### config.mk
export PLATFORM = sky130hd
export DESIGN_NAME = alu_ctrl_fsm
export DESIGN_NICKNAME = d
export VERILOG_FILES = /design/src/rtl/alu_ctrl_fsm.sv
export SDC_FILE = /design/constraint.sdc
export NUM_CORES = 1
export LEC_CHECK = 0
export ABC_AREA = 1
export CORE_AREA = 10 10 47 49
export DETAILED_ROUTE_END_ITERATION = 6
export DIE_AREA = 0 0 57 59
export DONT_BUFFER_PORTS = 1
export GPL_TIMING_DRIVEN = 0
export PLACE_DENSITY = 0.51
export SYNTH_ARGS = -nofsm -noshare
export SYNTH_HDL_FRONTEND = slang
export SYNTH_SLANG_ARGS = --single-unit
### constraint.sdc
create_clock -name clk -period 1.3 [get_ports clk]
set_clock_uncertainty 0.2 [all_clocks]
set_input_delay 0 -clock clk [delete_from_list [all_inputs] [get_ports clk]]
set_output_delay 0 -clock clk [all_outputs]
set_load 0.02 [all_outputs]
### src/rtl/alu_ctrl_fsm.sv
// Multi-cycle MIPS-style control unit: Moore state machine driving datapath
// strobes, with zero-dependent PC enable in BRANCH and funct-dependent ALU select.
module alu_ctrl_fsm (
  input  logic       clk,
  input  logic       rst_n,
  input  logic [5:0] opcode,
  input  logic [5:0] funct,
  input  logic       zero,
  output logic       pc_en,
  output logic       i_or_d,
  output logic       mem_read,
  output logic       mem_write,
  output logic       ir_write,
  output logic       reg_dst,
  output logic       mem_to_reg,
  output logic       reg_write,
  output logic       alu_src_a,
  output logic [1:0] alu_src_b,
  output logic [1:0] pc_source,
  output logic [2:0] seletora,
  output logic [3:0] estado
);

  typedef enum logic [3:0] {
    S_FETCH  = 4'd0,
    S_DECODE = 4'd1,
    S_MEMADR = 4'd2,
    S_MEMRD  = 4'd3,
    S_MEMWB  = 4'd4,
    S_MEMWR  = 4'd5,
    S_EXEC   = 4'd6,
    S_ALUWB  = 4'd7,
    S_BRANCH = 4'd8,
    S_JUMP   = 4'd9,
    S_ADDIEX = 4'd10,
    S_ADDIWB = 4'd11
  } state_t;

  localparam logic [5:0] OP_RTYPE = 6'b000000;
  localparam logic [5:0] OP_LW    = 6'b100011;
  localparam logic [5:0] OP_SW    = 6'b101011;
  localparam logic [5:0] OP_BEQ   = 6'b000100;
  localparam logic [5:0] OP_J     = 6'b000010;
  localparam logic [5:0] OP_ADDI  = 6'b001000;

  localparam logic [2:0] ALU_AND = 3'b000;
  localparam logic [2:0] ALU_OR  = 3'b001;
  localparam logic [2:0] ALU_ADD = 3'b010;
  localparam logic [2:0] ALU_SUB = 3'b110;
  localparam logic [2:0] ALU_SLT = 3'b111;

  state_t     r_state;
  state_t     w_next;
  logic [2:0] w_funct_op;
  logic       w_funct_ok;

  always_ff @(posedge clk or negedge rst_n) begin
    if (!rst_n) r_state <= S_FETCH;
    else        r_state <= w_next;
  end

  // Unrecognised funct falls back to ADD and suppresses the register write.
  always_comb begin
    w_funct_op = ALU_ADD;
    w_funct_ok = 1'b1;
    case (funct)
      6'b100100: w_funct_op = ALU_AND;
      6'b100101: w_funct_op = ALU_OR;
      6'b100000: w_funct_op = ALU_ADD;
      6'b100010: w_funct_op = ALU_SUB;
      6'b101010: w_funct_op = ALU_SLT;
      default:   w_funct_ok = 1'b0;
    endcase
  end

  always_comb begin
    w_next = S_FETCH;
    case (r_state)
      S_FETCH:  w_next = S_DECODE;
      S_DECODE: begin
        case (opcode)
          OP_RTYPE:     w_next = S_EXEC;
          OP_LW, OP_SW: w_next = S_MEMADR;
          OP_BEQ:       w_next = S_BRANCH;
          OP_J:         w_next = S_JUMP;
          OP_ADDI:      w_next = S_ADDIEX;
          default:      w_next = S_FETCH;
        endcase
      end
      S_MEMADR: w_next = (opcode == OP_LW) ? S_MEMRD : S_MEMWR;
      S_MEMRD:  w_next = S_MEMWB;
      S_EXEC:   w_next = S_ALUWB;
      S_ADDIEX: w_next = S_ADDIWB;
      default:  w_next = S_FETCH;
    endcase
  end

  always_comb begin
    pc_en      = 1'b0;
    i_or_d     = 1'b0;
    mem_read   = 1'b0;
    mem_write  = 1'b0;
    ir_write   = 1'b0;
    reg_dst    = 1'b0;
    mem_to_reg = 1'b0;
    reg_write  = 1'b0;
    alu_src_a  = 1'b0;
    alu_src_b  = 2'b00;
    pc_source  = 2'b00;
    seletora   = ALU_AND;
    case (r_state)
      S_FETCH: begin
        mem_read  = 1'b1;
        ir_write  = 1'b1;
        alu_src_b = 2'b01;
        seletora  = ALU_ADD;
        pc_en     = 1'b1;
      end
      S_DECODE: begin
        alu_src_b = 2'b11;
        seletora  = ALU_ADD;
      end
      S_MEMADR, S_ADDIEX: begin
        alu_src_a = 1'b1;
        alu_src_b = 2'b10;
        seletora  = ALU_ADD;
      end
      S_MEMRD: begin
        mem_read = 1'b1;
        i_or_d   = 1'b1;
      end
      S_MEMWB: begin
        reg_write  = 1'b1;
        mem_to_reg = 1'b1;
      end
      S_MEMWR: begin
        mem_write = 1'b1;
        i_or_d    = 1'b1;
      end
      S_EXEC: begin
        alu_src_a = 1'b1;
        seletora  = w_funct_op;
      end
      S_ALUWB: begin
        reg_dst   = 1'b1;
        reg_write = w_funct_ok;
        seletora  = w_funct_op;
      end
      S_BRANCH: begin
        alu_src_a = 1'b1;
        seletora  = ALU_SUB;
        pc_source = 2'b01;
        pc_en     = zero;
      end
      S_JUMP: begin
        pc_source = 2'b10;
        pc_en     = 1'b1;
      end
      S_ADDIWB: reg_write = 1'b1;
      default: ;
    endcase
    // Held in reset: show FETCH decode but block every side-effecting strobe.
    if (!rst_n) begin
      pc_en    = 1'b0;
      mem_read = 1'b0;
      ir_write = 1'b0;
    end
  end

  assign estado = r_state;

endmodule

# Word level (Yosys, flattened, before mapping)
# Cells that the tools add are included.
# Widths: inputs -> output; s select.
# totals
regBits	4
in_bits	15
word_cells	54
# classes
n_eq_ne	21
muxes	20
n_reduce_logical	12
# ops
operator	n
$eq 6x6->1 const B	7
$pmux 4 s6	1
$pmux 4 s5	1
$eq 4x3->1 const B	4
$eq 4x4->1 const B	4
$reduce_or 2->1	7
$pmux 3 s4	1
$mux 1	11
$pmux 3 s3	1
$eq 4x2->1 const B	2
$reduce_or 4->1	2
$eq 6x2->1 const B	1
$eq 6x3->1 const B	1
$eq 6x4->1 const B	1
$logic_not 6->1	1
$pmux 2 s3	1
$reduce_or 5->1	1
$eq 4x1->1 const B	1
$logic_not 4->1	1
$pmux 1 s2	2
$pmux 2 s2	1
$mux 3	1

# Longest topological paths before layout
# logic_depth
depth_word	4
depth_mapped	7
ltp_nobuf	7

# Worst setup path before layout
# Ideal clock, no wire load.
# synth_timing
path_type	register to output
start	register r_state[2], in the netlist estado[2]
end	output alu_src_b[1]
arrival_time_ns	1.365
path_slack_ns	-0.265
path_stages_with_launch	6
n_path_buf	0
path_cell_list	dfrtp_1 -> nor2_1 -> inv_2 -> nor2_2 -> a21oi_1 -> nor2_1
# synth_via
elab_chain_cells	3
word_cells_on_any_way	6
# synth_rtl
element	line	source
from (decl)	52	state_t r_state;
from (signal assigned)	59	else r_state <= w_next;
$eq 4x4->1 / $eq 4x2->1 (equally long branches)	111	case (r_state)
$reduce_or 2->1	n/a	
$pmux 2 s3 *	111	
to (decl)	18	output logic [1:0] alu_src_b,
# Every way passes the cells marked *; elsewhere a longest branch is shown, timed or not.

# Final worst setup path
# Same ends and word-level chain as after synthesis.

==> metrics.yaml <==
violations: "negative setup slack"
drt_first_pass_iters: 4
initial_core_util: 0.353
clock_path_buffers: 2
relSlewSlack: 0.786
path_delay_family: "simple AND/OR/NAND/NOR gates"
largest_reg_flops: 4
coreArea_um2: 1400
die_h_um: 59
synth_cell_types: 15
slowest_delay_ns: 0.51
power_leakage_nw: 0.409
cp.arrival_ns: 1.45
die_x_um: 57
power_mw: 1.12
pwr-share-clk: 0.133
grt_max_degree: 9
vias: 653
cts_root_buf: "clkbuf_4"
fin_area_um2: 872
setup_viol: 20
synth.top_cells.by_count: "24 x nor2_1, 23 x nand2_1, 17 x inv_1, 11 x nand3_1, 4 x dfrtp_1"
period_share: 1.27
fin_crit_ns: 1.65
maxSlewViolCount: 0
clkTransAtPathRegs_ns: 0.03
cts_buffers: 3
dp_hpwl_um: 1400
async_flop_share: 1.00
synth.yosys.seq_area_share: 0.203
synthTopCellsByArea: "dfrtp_1 20%, nor2_1 18%, nand2_1 17%"
power_frac_comb: 0.618
irDropWorstVdd_mv: 0.807
ant_nets: 0
crit_path_start_kind: "flop"
synthToLayoutAreaGrowth_pct: 76.5
hold_slack_ns: 0.0169
wl_per_cell_um: 13.9
synth_edf_count: 0
cts_htree_levels: 1
swShare: 0.526
grt_pass1_wl_um: 2870
wirelength_um: 1800
layout.cells.non_filler: 129
hold_viol: 0
clk_latency_ns: 0.23
post_synth.cell_area_avg_um2: 5.15
critPathKind: "flop to primary output"
status: "complete, but fails checks"
dieArea_um2: 3360
fmax_ghz: 0.608
synth_area_um2: 494
grt_overflow: 0
dpl_cell_area_um2: 578
seqPwrFrac: 0.249
diodes: 0
yosysTopAreaCell: "dfrtp_1"
port_buffers: 0
worstPathCellList: "nor2_4, inv_4, nor2_4, a21oi_4, nor2_4"
num_rows: 14
ys_seq_elements: 4
clock_sinks: 4
cts_tree: "done"
vias_per_cell: 5.06
drive_gt1_frac: 0.451
path_buf_inv: 1
rsz0062_at_grt: "yes"
syn-instance-count: 96
drc: 0
cp_slowest_cell: "dfrtp_2"
p_per_area_nw_per_um2: 1280
worst-path-max-fanout: 6
p_int_mw: 0.531
drtIter0Drc: 11
grt_pass1_vias: 635
nNetsFinal: 130
dp.cells: 112
ys_warn_count: 0
setup_slack_ns: -0.346
synth.top_cell.area_share: 0.203
antenna_found_initial: 0
ioPinCount: 35
synth_most_common_cell: "nor2_1"
grtUsageTotal: 0.103
crit_top_cell: "nor2_4"
cp.required_ns: 1.10
gp_congestion: 0.735
maxCapViolations: 0
syn_nets: 111
switchingPower_mw: 0.589
worstSetupEndpointType: "primary output"
synthFlopType: "dfrtp_1"
worstMarginPinSlew_ns: 0.320
hold_path.class: "input pin to primary output"
-- cell type report --
cell class,count,area (µm²)
fill,154,529
multi-input combinational,74,509
timing repair buffer,14,133
sequential,4,110
inverter,18,77.6
clock buffer,3,22.5
tap,16,20.0
-- metrics by stage --
step	setup WS [ns]	setup TNS [ns]	util
2_1_floorplan	-0.0218	-0.0581	-
3_3_place_gp	-0.159	-1.25	0.413
3_5_place_dp	-0.166	-1.21	0.413
4_1_cts	-0.335	-3.82	0.541
5_1_grt	-0.418	-4.92	0.622
6_report	-0.346	-3.70	0.622
-- layout by cell type (no fill, tap or decap), types with 3 or more instances in the layout --
cell type / instances
dlygate4sd3_1: 8
nor2_2: 5
nand3_1: 11
nand2_1: 16
nor2_4: 10
clkbuf_4: 3
nor2_1: 11
inv_1: 10
nand2_4: 6
inv_2: 5
buf_4: 4
-- final timing paths --
check                                    startpoint                   to  slack, ns  depth (start not counted)
min in group asynchronous                     rst_n  estado[0]$_DFF_PN0_       0.38                          2
worst max register to register  estado[1]$_DFF_PN0_  estado[1]$_DFF_PN0_      -0.15                          6
max in group asynchronous                     rst_n  estado[1]$_DFF_PN0_       0.33                          2
worst min-delay path                       funct[4]          seletora[0]       0.02                          3
worst max-delay path            estado[2]$_DFF_PN0_         alu_src_b[1]      -0.35                          5
worst min register to register  estado[0]$_DFF_PN0_  estado[0]$_DFF_PN0_       0.58                          3
-- tightest hold or removal path, stage by stage --
cell and delay [ns]:
nor2_1 0.05, nand3_1 0.10, inv_2 0.07
-- cells by family (layout without fill, tap and decap cells) --
kind of cell              after synthesis  count (layout)  share of synthesized area
DFF                                     4               4                      0.203
and+or+nand+nor                        65              65                      0.562
buffers and inverters                  18              35                      0.137
AOI/OAI and AO/OA                       8               8                     0.0810
xor gates and xnor gates                1               1                     0.0177
-- power by group through the flow --
| stage | logic [mW] | registers [mW] | clock network (mW) |
|---|---|---|---|
| floorplan | 0.351 | 0.235 | 0 |
| global placement | 0.407 | 0.252 | 0 |
| detailed placement | 0.407 | 0.252 | 0 |
| CTS | 0.537 | 0.257 | 0.157 |
| global route | 0.746 | 0.285 | 0.172 |
| finish | 0.692 | 0.279 | 0.149 |
-- routing by layer --
metal / part of all wire / global-route usage
met1: 0.37 / 0.104
met2: 0.54 / 0.189
met3: 0.091 / 0.0472
met4: 0 / 0.0201
met5: 0 / 0
-- timing repair --
action,CTS,global route
endpoints found under the setup margin,20,20
pin swaps,8,9
hold buffers,8,0
cloned,0,0
hold endpoints to repair,8,0
resized for setup,15,30
buffers inserted,4,2
Power figures use the tool's default switching activity.
